===== src/rtl/adc_pkg.sv =====
// Shared state type, sizes and configuration-word builder for the ADC scan sequencer.
package adc_pkg;

  localparam int CONF_W = 6;
  localparam int NUM_CH = 8;

  typedef enum logic [1:0] {IDLE, ISSUE, BUSY, GAP} state_t;

  // Field order S/D, O/S, S1, S0, UNI, SLP; S/D is tied high (single-ended only).
  function automatic logic [CONF_W-1:0] adc_conf(input logic [2:0] ch,
                                                 input logic       uni,
                                                 input logic       slp);
    return {1'b1, ch[0], ch[2], ch[1], uni, slp};
  endfunction

endpackage


===== src/rtl/adc_rr_pick.sv =====
// Round-robin channel picker: next enabled channel after cur (cur itself last),
// highest enabled channel, and an empty-mask flag.
module adc_rr_pick
  import adc_pkg::*;
(
  input  logic [NUM_CH-1:0] mask,
  input  logic [2:0]        cur,
  output logic [2:0]        next,
  output logic [2:0]        last,
  output logic              none
);

  logic [NUM_CH-1:0] rot;
  logic [2:0]        off;

  // rot[k] is the mask bit k+1 places after cur; k = 7 wraps onto cur itself.
  genvar gi;
  generate
    for (gi = 0; gi < NUM_CH; gi++) begin : g_rot
      assign rot[gi] = mask[3'(cur + 3'(gi + 1))];
    end
  endgenerate

  always_comb begin
    off  = '0;
    last = '0;
    for (int i = NUM_CH - 1; i >= 0; i--) begin
      if (rot[i]) off = 3'(i);
    end
    for (int i = 0; i < NUM_CH; i++) begin
      if (mask[i]) last = 3'(i);
    end
  end

  assign next = cur + off + 3'd1;
  assign none = (mask == '0);

endmodule


===== src/rtl/adc_scan_sequencer.sv =====
// Round-robin scan sequencer for the 8-channel pipelined SPI ADC: issues one
// conversion at a time and files each result under the channel it belongs to.
module adc_scan_sequencer
  import adc_pkg::*;
#(
  parameter int GAP_CYCLES = 16,
  parameter int TIMEOUT    = 1023,
  parameter int DATA_W     = 12
) (
  input  logic              clk,
  input  logic              reset,
  input  logic              scan_en,
  input  logic [NUM_CH-1:0] ch_mask,
  input  logic              uni,
  input  logic              slp,
  output logic              conv_start,
  output logic [CONF_W-1:0] conv_conf,
  input  logic              conv_done,
  input  logic [DATA_W-1:0] conv_data,
  input  logic [2:0]        rd_ch,
  output logic [DATA_W-1:0] rd_data,
  output logic              rd_valid,
  output logic              scan_done,
  output logic              busy,
  output logic              timeout_err
);

  localparam int CNT_MAX = (TIMEOUT > GAP_CYCLES) ? TIMEOUT : GAP_CYCLES;
  localparam int CNT_W   = $clog2(CNT_MAX + 1);
  localparam logic [CNT_W-1:0] TO_LAST  = CNT_W'(TIMEOUT - 1);
  localparam logic [CNT_W-1:0] GAP_LAST = CNT_W'(GAP_CYCLES - 1);

  state_t            state, state_next;
  logic [2:0]        cur_ch, prev_ch;
  logic              primed;
  logic [CNT_W-1:0]  cnt;
  logic [DATA_W-1:0] result [NUM_CH];
  logic [NUM_CH-1:0] valid;

  logic [2:0] pick_cur, pick_next, pick_last;
  logic       pick_none;

  // From IDLE, searching after channel 7 yields the lowest enabled channel.
  assign pick_cur = (state == IDLE) ? 3'd7 : cur_ch;

  adc_rr_pick u_pick (
    .mask (ch_mask),
    .cur  (pick_cur),
    .next (pick_next),
    .last (pick_last),
    .none (pick_none)
  );

  always_comb begin
    state_next = state;
    conv_start = 1'b0;
    busy       = (state != IDLE);
    case (state)
      IDLE:  if (scan_en && ch_mask != '0) state_next = ISSUE;
      ISSUE: begin
        conv_start = 1'b1;
        state_next = BUSY;
      end
      BUSY: begin
        if (conv_done)           state_next = GAP;
        else if (cnt == TO_LAST) state_next = IDLE;
      end
      GAP: begin
        if (cnt == GAP_LAST) state_next = (scan_en && ch_mask != '0) ? ISSUE : IDLE;
      end
      default: state_next = IDLE;
    endcase
  end

  always_ff @(posedge clk or posedge reset) begin
    if (reset) begin
      state       <= IDLE;
      cur_ch      <= '0;
      prev_ch     <= '0;
      primed      <= 1'b0;
      cnt         <= '0;
      conv_conf   <= '0;
      scan_done   <= 1'b0;
      timeout_err <= 1'b0;
      valid       <= '0;
      for (int i = 0; i < NUM_CH; i++) result[i] <= '0;
    end else begin
      state     <= state_next;
      scan_done <= 1'b0;
      case (state)
        IDLE: begin
          primed <= 1'b0;
          if (state_next == ISSUE) begin
            cur_ch      <= pick_next;
            conv_conf   <= adc_conf(pick_next, uni, slp);
            timeout_err <= 1'b0;
          end
        end
        ISSUE: cnt <= '0;
        BUSY: begin
          cnt <= cnt + 1'b1;
          if (conv_done) begin
            // The returned data belongs to the frame configured before this one.
            if (primed) begin
              result[prev_ch] <= conv_data;
              valid[prev_ch]  <= 1'b1;
              scan_done       <= !pick_none && (prev_ch == pick_last);
            end
            prev_ch <= cur_ch;
            primed  <= 1'b1;
            cnt     <= '0;
            if (!pick_none) cur_ch <= pick_next;
          end else if (cnt == TO_LAST) begin
            timeout_err <= 1'b1;
          end
        end
        GAP: begin
          cnt <= cnt + 1'b1;
          if (state_next == ISSUE) conv_conf <= adc_conf(cur_ch, uni, slp);
        end
        default: ;
      endcase
    end
  end

  assign rd_data  = result[rd_ch];
  assign rd_valid = valid[rd_ch];

endmodule


===== config.mk =====
export PLATFORM = sky130hd
export DESIGN_NAME = adc_scan_sequencer
export DESIGN_NICKNAME = d
export VERILOG_FILES = /design/src/rtl/adc_pkg.sv /design/src/rtl/adc_rr_pick.sv /design/src/rtl/adc_scan_sequencer.sv
export SDC_FILE = /design/constraint.sdc
export NUM_CORES = 1
export LEC_CHECK = 0
export BUFFER_PORTS_ARGS = -buffer_cell sky130_fd_sc_hd__buf_2
export CAP_MARGIN = 25
export CORE_ASPECT_RATIO = 1.2
export CORE_MARGIN = 10
export CORE_UTILIZATION = 45
export DETAILED_ROUTE_END_ITERATION = 6
export PLACE_DENSITY = 0.65
export SETUP_SLACK_MARGIN = 0.5
export SYNTH_ARGS = -nofsm -noshare
export SYNTH_HDL_FRONTEND = slang
export SYNTH_HIERARCHICAL = 1
export SYNTH_SLANG_ARGS = --single-unit

===== constraint.sdc =====
create_clock -name clk -period 13.6 [get_ports clk]
set_input_delay 2.72 -clock clk [delete_from_list [all_inputs] [get_ports clk]]
set_output_delay 2.72 -clock clk [all_outputs]
set_load 0.01 [all_outputs]

==> impl_metrics.yaml <==
run_status:
  status: "finished, final reports clean"
setup_path:
  r2r-start: "state[1]"
  path_max_fanout: 26
  crit_required_ns: 10.88
  startpoint_type: "input pin"
  cp-endpoint: "rd_data[7]"
  end_kind: "primary output"
  critPathKind: "input pin to primary output"
  reg2reg_slack_ns: 8.91
  r2r-end: "conv_conf[3]"
  crit_path_start: "rd_ch[1]"
  r2r_cells: 17
  arrival_ns: 4.11
yosys:
  synthesis.area_um2: 6633
  netlist_instances: 474
  yosysMostFrequentCell: "dfrtp_1"
  synth_ff_type: "dfrtp_1"
  seq_area_frac_synth_pct: 49.42
  synth_edf_count: 0
  syn_nets: 513
  synth_area_leaders: "dfrtp_1, mux2_2, mux4_2, ha_1, mux4_1"
  ys_warn_count: 6
  synth_top_area_share_pct: 49.42
  synth_cell_type_count: 50
  syn_avg_cell_area_um2: 13.99
  async_flop_share_pct: 100.0
  synthTopCellsByCount: "dfrtp_1, mux2_2, mux4_2, nor2_1, nand2_1"
  synth_seq_cells: 131
  synth_area_leader_cell: "dfrtp_1"
placed_design:
  dpl.hpwl_mm: 9.062
  io_buffers: 51
  globalplace.congestion: 0.8122
job:
  maxCapViolations: 0
detailed_routing:
  drc_errors: 0
  routed_via_density: 5.668
  vias: 4058
  drt_first_iter_violations: 216
  ant_nets: 0
  wire_per_inst_um: 19.24
  wl_mm: 13.78
  drt_pre_antenna_iters: 4
timing:
  slew_headroom_pct: 37.13
  fmax_ghz: 0.1464
  rsz0062_at_grt: "false"
  final_max_slew_viol_count: 0
  fin_crit_sh_pct: 50.24
  tightest_slew_ns: 0.9421
  setup_viol: 0
  fin_crit_ns: 6.833
  skew_ns: 0.006249
  setup_tns_ns: 0
  final_hold_viol_count: 0
global_routing:
  grt_max_degree: 64
  grt_pass1_vias: 4421
  grt_use_total_pct: 14.52
  grt-ovfl-total: 0
  grt_first_pass_wirelength_mm: 22.76
  antenna_found_initial: 1
clock_network:
  hold_buffers: 0
  cts_root_buffer: "clkbuf_16"
  clock_latency_ns: 0.42
  cts_buffers: 17
  cts_buffer_depth: 2
  htree_levels: 4
  cts_tree: "done"
  clk_pin_slew_ns: 0.05
  cts_setup_buffers: 0
  ctsResizeCount: 0
  clock_sinks: 131
floorplan:
  start_util_pct: 46.02
  num_io_pins: 52
  die_y_um: 153.0
  die_area_um2: 20010
  num_rows: 48
  die_w_um: 130.8
  core_area_um2: 14410
finish:
  final-seq-area_um2: 3278
  diodes: 0
  utilization_pct: 53.09
  final.fill_count: 1224
  multi_input_area_um2: 3221
  finalNetCount: 567
  synthToLayoutAreaGrowth_pct: 15.37
  layout-drive-gt1-share_pct: 49.35
power:
  power.density_nw_per_um2: 190.2
  p_leak_nw: 3.734
  ir_drop_uv: 143.4
min_path:
  hold_class: "flip-flop to flip-flop"
  hold_depth: 1
==> registers in the layout, summed over array words and instances, names as in the netlist <==
| name | flops |
|---|---|
| state | 2 |
| cnt | 10 |
| timeout_err | 1 |
| prev_ch | 3 |
| scan_done | 1 |
| cur_ch | 3 |
| valid | 8 |
| primed | 1 |
| result | 96 |
| conv_conf | 6 |
==> metrics by stage <==
step | cell area [um2] | setup WS, ns | power (mW) | hold slack (ns) | std cells
floorplan | 6633 | 6.370 | 0.9119 | 0.4295 | 474
global placement | 7062 | 6.374 | 1.002 | 0.4470 | 683
detailed placement | 7062 | 6.361 | 1.019 | 0.4477 | 683
CTS | 7632 | 6.359 | 1.464 | 0.4649 | 715
global route | 7652 | 6.727 | 1.540 | 0.4911 | 716
finish | 7652 | 6.767 | 1.455 | 0.4640 | 716
==> kinds of logic after synthesis <==
group / after synthesis / share of synthesized area (%)
fa+ha+maj: 10 / 2.000
compound gates: 29 / 3.339
xor+xnor: 14 / 2.075
flops: 131 / 49.42
simple gates: 86 / 6.395
buf+inv: 36 / 2.169
mux: 168 / 34.60
==> per-layer routing <==
metal	vias up	share of wire, %	global-route usage, %
met5	-	0.051	0
met4	2	1.8	5.729
met3	22	4.4	4.083
met2	87	50	23.63
met1	2092	43	17.68
li1	1855	-	-
==> final cells by class <==
| cell class | instances | share of cell area (%) |
|---|---|---|
| Inverter | 15 | 0.7685 |
| Sequential cell | 131 | 42.84 |
| Timing Repair Buffer | 56 | 3.990 |
| Tap cell | 175 | 2.861 |
| Clock inverter | 11 | 1.439 |
| Multi-Input combinational cell | 307 | 42.09 |
| Clock buffer | 21 | 6.017 |
==> cells in the final DEF (no fill, tap or decap), types with 5 or more instances in the layout <==
cell type  instances
a21oi_1            9
buf_2             51
clkbuf_16         17
clkinv_2           7
dfrtp_1          131
ha_1               9
inv_1             13
mux2_2           125
mux2i_1            7
mux4_2            29
nand2_1           18
nand2b_1           5
nand3_1            8
nor2_1            23
or2_2             12
xnor2_1            6
xor2_1             6
==> how the worst min path moves through the flow <==
stage	start	end	slack [ns]
6_report	valid[5]	valid[5]	0.46
5_1_grt	valid[5]	valid[5]	0.49
4_1_cts	valid[7]	valid[7]	0.46
3_5_place_dp	valid[5]	valid[5]	0.45
3_3_place_gp	valid[5]	valid[5]	0.45
2_1_floorplan	valid[1]	valid[1]	0.43
==> critical path: stages <==
cell,delay (ns)
buf_2,0.52
mux4_2,0.41
mux2_2,0.29
buf_2,0.15
==> power by group <==
group          internal [mW]  switching, mW  total, mW  leakage [nW]
combinational          0.265          0.260      0.525          1.66
sequential             0.453         0.0381      0.491          1.79
clock                  0.276          0.162      0.439         0.282
total                  0.995          0.460       1.46          3.73
Note: power is estimated with default switching activity, not from simulation.
